$ cat config.mk
export PLATFORM = sky130hd
export DESIGN_NAME = seg7_page_scheduler
export DESIGN_NICKNAME = d
export VERILOG_FILES = /design/src/rtl/seg7_page_scheduler.sv
export SDC_FILE = /design/constraint.sdc
export NUM_CORES = 1
export LEC_CHECK = 0
export BUFFER_PORTS_ARGS = -buffer_cell sky130_fd_sc_hd__clkbuf_2
export CELL_PAD_IN_SITES_DETAIL_PLACEMENT = 1
export CELL_PAD_IN_SITES_GLOBAL_PLACEMENT = 1
export CORE_MARGIN = 2
export CORE_UTILIZATION = 34
export CTS_CLUSTER_DIAMETER = 200
export DETAILED_ROUTE_END_ITERATION = 10
export GPL_TIMING_DRIVEN = 1
export PLACE_DENSITY = 0.83
export SYNTH_ARGS = -nofsm -noshare
export SYNTH_HDL_FRONTEND = slang
export SYNTH_SLANG_ARGS = --single-unit
$ cat constraint.sdc
create_clock -name CLK100MHZ -period 3.2 [get_ports CLK100MHZ]
set_clock_uncertainty 0.15 [all_clocks]
set_input_delay 0.16 -clock CLK100MHZ [delete_from_list [all_inputs] [get_ports CLK100MHZ]]
set_output_delay 0.16 -clock CLK100MHZ [all_outputs]
set_load 0.02 [all_outputs]
$ cat src/rtl/seg7_page_scheduler.sv
// Round-robin owner of the 8-digit display value with a preempting override.
// Drives seg7_display.number; one owner per dwell window.
module seg7_page_scheduler #(
  parameter int          N_SRC        = 4,
  parameter int          DWELL_CYCLES = 100_000_000,
  parameter logic [31:0] IDLE_VALUE   = 32'h0000_0000
) (
  input  logic                  CLK100MHZ,
  input  logic                  CPU_RESET,
  input  logic [N_SRC-1:0]      req,
  input  logic [32*N_SRC-1:0]   src_value,
  input  logic                  pri_valid,
  input  logic [31:0]           pri_value,
  output logic [31:0]           number,
  output logic [N_SRC-1:0]      grant,
  output logic                  ovr_active,
  output logic                  page_start
);

  localparam int IW = $clog2(N_SRC);

  localparam logic [1:0] S_IDLE = 2'd0;
  localparam logic [1:0] S_ARB  = 2'd1;
  localparam logic [1:0] S_SHOW = 2'd2;
  localparam logic [1:0] S_OVR  = 2'd3;

  localparam logic [31:0] DWELL_LAST = 32'(DWELL_CYCLES - 1);
  localparam logic [N_SRC-1:0] ONE = {{(N_SRC-1){1'b0}}, 1'b1};

  logic [1:0]    state;
  logic [IW-1:0] owner;
  logic [31:0]   dwell;
  logic          start_incl;

  logic [IW-1:0] win;
  logic          win_ok;
  logic [31:0]   owner_val;
  logic [31:0]   win_val;

  // Circular search: start at owner (resume) or owner+1 (rotate).
  always_comb begin
    int base;
    int j;
    logic [IW-1:0] idx;
    win    = owner;
    win_ok = 1'b0;
    j      = 0;
    idx    = '0;
    base   = int'(owner) + (start_incl ? 0 : 1);
    if (base >= N_SRC) base = base - N_SRC;
    for (int i = 0; i < N_SRC; i++) begin
      j = base + i;
      if (j >= N_SRC) j = j - N_SRC;
      idx = IW'(j);
      if (!win_ok && req[idx]) begin
        win    = idx;
        win_ok = 1'b1;
      end
    end
  end

  assign owner_val = src_value[int'(owner)*32 +: 32];
  assign win_val   = src_value[int'(win)*32 +: 32];

  always_ff @(posedge CLK100MHZ) begin
    if (CPU_RESET) begin
      state      <= S_IDLE;
      owner      <= IW'(N_SRC - 1);
      dwell      <= '0;
      start_incl <= 1'b0;
      number     <= IDLE_VALUE;
      grant      <= '0;
      ovr_active <= 1'b0;
      page_start <= 1'b0;
    end else begin
      page_start <= 1'b0;
      if (pri_valid) begin
        state      <= S_OVR;
        number     <= pri_value;
        grant      <= '0;
        ovr_active <= 1'b1;
        dwell      <= '0;
      end else begin
        case (state)
          S_IDLE: begin
            number <= IDLE_VALUE;
            grant  <= '0;
            if (|req) begin
              state      <= S_ARB;
              start_incl <= 1'b0;
            end
          end
          S_ARB: begin
            if (win_ok) begin
              grant      <= ONE << win;
              owner      <= win;
              number     <= win_val;
              page_start <= 1'b1;
              dwell      <= '0;
              state      <= S_SHOW;
            end else begin
              number <= IDLE_VALUE;
              grant  <= '0;
              state  <= S_IDLE;
            end
          end
          S_SHOW: begin
            number <= owner_val;
            // Leaving clears dwell so it never passes DWELL_LAST.
            if (!req[owner] || dwell == DWELL_LAST) begin
              state      <= S_ARB;
              start_incl <= 1'b0;
              dwell      <= '0;
            end else begin
              dwell <= dwell + 32'd1;
            end
          end
          S_OVR: begin
            number     <= pri_value;
            grant      <= '0;
            ovr_active <= 1'b0;
            start_incl <= 1'b1;
            state      <= S_ARB;
          end
          default: state <= S_IDLE;
        endcase
      end
    end
  end

endmodule
==> results.yml <==
run_status:
  status: "finished clean"
critical_path:
  reg2reg_depth: 9
  worstSetupPathType: "reg2reg"
  regToRegEndpoint: "number[5]"
  worst_path_max_delay_cell: "mux4_2"
  required_ns: 3.22
  path_cells: "inv_1, ha_1, nor4b_1, a31oi_1, mux4_2, a31oi_4, buf_4, mux2i_1, o221ai_1"
  cp_slowest_stage_delay_ns: 0.52
  cp-endpoint: "number[5]"
  worst_setup_path_end_kind: "register"
  worstReg2RegStart: "start_incl"
  worst-path-max-fanout: 10
  cp-start-kind: "register"
  crit_arrival_ns: 3.05
  critical_path.startpoint: "start_incl"
  ff2ff_setup_slack_ns: 0.17
synth:
  synth_cells: 503
  yosys_warnings: 0
  synthTopCellsByArea: "dfxtp_1 (30%), mux4_2 (15%), mux2i_1 (13%)"
  synth_cell_type_count: 53
  synth.most_common_cell: "dfxtp_1"
  synth-edff-count: 0
  synth_top_area_cell: "dfxtp_1"
  yosysSeqAreaShare_pct: 29.73
  synth_area_per_cell_um2: 10.04
  synthesis.nets: 679
  synthTopCellsByCount: "dfxtp_1 (75), mux2i_1 (66), nor2_1 (54), mux4_2 (34), a22oi_1 (33)"
  synth-async-reset-ratio_pct: 0
  ys_ff_latch: 75
  synth-main-ff-cell: "dfxtp_1"
  synth_top_area_share_pct: 29.73
  syn_area_um2: 5050
grt:
  grt_max_degree: 37
  grtUsageTotal_pct: 26.59
  overflow: 0
  grt_first_pass_wirelength_um: 33270
  grt_pass1_vias: 6169
  antenna_found_initial: 2
timing:
  max_freq_ghz: 0.3303
  period_minus_slack_ns: 3.027
  setup_violations: 0
  worst_pin_slew_ns: 1.325
  rsz0062_at_grt: "false"
  slew_headroom_pct: 10.83
  slew_viol_final: 0
  hold_violations: 0
  tns_ns: 0
  period_share_pct: 94.60
route:
  ant_nets: 0
  num_vias: 5599
  dr.pass1.iters: 4
  vias_per_cell: 6.033
  drt_iter0_drc: 357
  wl_um: 21500
  wl_per_cell_um: 23.16
  drt_drc_violations_left: 0
cells_and_area:
  syn_to_final_growth_pct: 39.12
  fin_nets: 912
  drive_above_1_share_pct: 38.19
  final_core_util_pct: 48.34
floorplanning:
  fp.dieH_um: 125.9
  die_width_um: 125.9
  core-area_um2: 14530
  die-area_um2: 15840
  row_count: 44
  initial_core_util_pct: 34.75
  io_pins: 205
cts:
  clkTransAtPathRegs_ns: 0.06
  holdBufCountCts: 43
  clkSinkCount: 75
  cts-resized-gates: 0
  htreeDepth: 3
  cts-buffers-inserted: 9
  clockBufferDepth: 2
  cts_tree: "built"
  cts_root_buf: "clkbuf_16"
  cts_setup_buffers: 0
  insertion_delay_ns: 0.34
pwr:
  peakVddDrop_v: 0.0003754
  p_per_area_nw_per_um2: 446.1
  p_leak_uw: 0.003108
flow_run:
  cap_violations: 0
min_path:
  hp-class: "in2reg"
placed_design:
  dp_hpwl_um: 13760
  portBuffers: 204
  place_congestion: 0.9612
-- layout make-up --
class,instances,area [um2]
diodes,3,7.507
clock buffers,10,229.0
clock inverters,6,113.9
fillers,1713,7508
inverters,10,37.54
multi-input cells,377,3294
flip-flops and latches,75,1504
well taps,184,230.2
repair buffers,263,1609
-- critical path: cells and delay by family, from the launching register on --
| kind | cells | cell delay [ns] |
|---|---|---|
| and+or+nand+nor | 1 | 0.34 |
| buffers and inverters | 2 | 0.31 |
| DFF | 1 | 0.33 |
| adders and majority gates | 1 | 0.31 |
| AOI/OAI and AO/OA | 3 | 0.70 |
| muxes | 2 | 0.72 |
-- metrics by stage --
| step | total power, uW | hold slack, ns | instance area [um2] | cells | setup WS (ns) |
|---|---|---|---|---|---|
| after floorplan | 1588 | 0.1274 | 5050 | 503 | 0.5869 |
| after global placement | 1841 | 0.2489 | 6245 | 866 | 0.3672 |
| after detailed placement | 1881 | 0.2587 | 6245 | 866 | 0.2490 |
| after CTS | 3113 | 0.0002935 | 7018 | 925 | 0.2058 |
| after global routing | 3246 | 0.01145 | 7025 | 928 | 0.03649 |
| final | 3134 | 0.01014 | 7025 | 928 | 0.1729 |
-- routing by layer --
layer | GRT usage (%) | part of all wire (%) | vias up
met2 | 47.31 | 51 | 340
met4 | 15.64 | 6.2 | 0
met1 | 28.29 | 35 | 2735
met5 | 0 | 0 | -
met3 | 7.052 | 7.4 | 95
li1 | - | - | 2429
-- where the power goes --
group	internal, uW	switching [uW]	total [uW]
Clock	764	425	1190
Sequential	977	24.7	1000
Combinational	455	488	944
-- worst min path at each step --
stage,startpoint,endpoint,slack (ns),cells past startpoint
floorplan,pri_valid,ovr_active,0.13,2
global placement,pri_value[20],number[20],0.25,3
detailed placement,pri_value[20],number[20],0.26,3
CTS,src_value[121],number[25],0.0003,3
global route,src_value[46],number[14],0.01,3
finish,src_value[34],number[2],0.01,3
-- cell families (layout without fill, tap and decap cells) --
kind of cell	after synthesis	in the layout	synth area share (%)
compound gates	102	102	15.34
xor+xnor	31	31	5.377
fa+ha+maj	9	9	2.230
buf+inv	51	289	5.500
flops	75	75	29.73
mux	100	100	28.25
other cells	0	3	0
simple gates	135	135	13.58
-- registers in the layout, summed over array words and instances, names as in the netlist --
signal / flops
dwell: 32
number: 32
grant: 4
owner: 2
state: 2
ovr_active: 1
page_start: 1
start_incl: 1
-- cells in the final DEF (no fill, tap or decap), types with 3 or more instances in the layout --
| cell | n |
|---|---|
| a21oi_1 | 13 |
| a22oi_1 | 33 |
| a31oi_1 | 3 |
| and3_1 | 6 |
| buf_12 | 3 |
| buf_4 | 13 |
| bufinv_16 | 3 |
| clkbuf_16 | 9 |
| clkbuf_2 | 204 |
| dfxtp_1 | 73 |
| diode_2 | 3 |
| dlygate4sd3_1 | 43 |
| ha_1 | 9 |
| inv_1 | 9 |
| mux2i_1 | 66 |
| mux4_2 | 34 |
| nand2_1 | 22 |
| nand3_1 | 14 |
| nand4_1 | 7 |
| nor2_1 | 54 |
| nor3_1 | 5 |
| nor4_1 | 6 |
| o21ai_0 | 5 |
| o221ai_1 | 32 |
| xnor2_1 | 8 |
| xor2_1 | 23 |
Note: power is estimated with default switching activity, not from simulation.
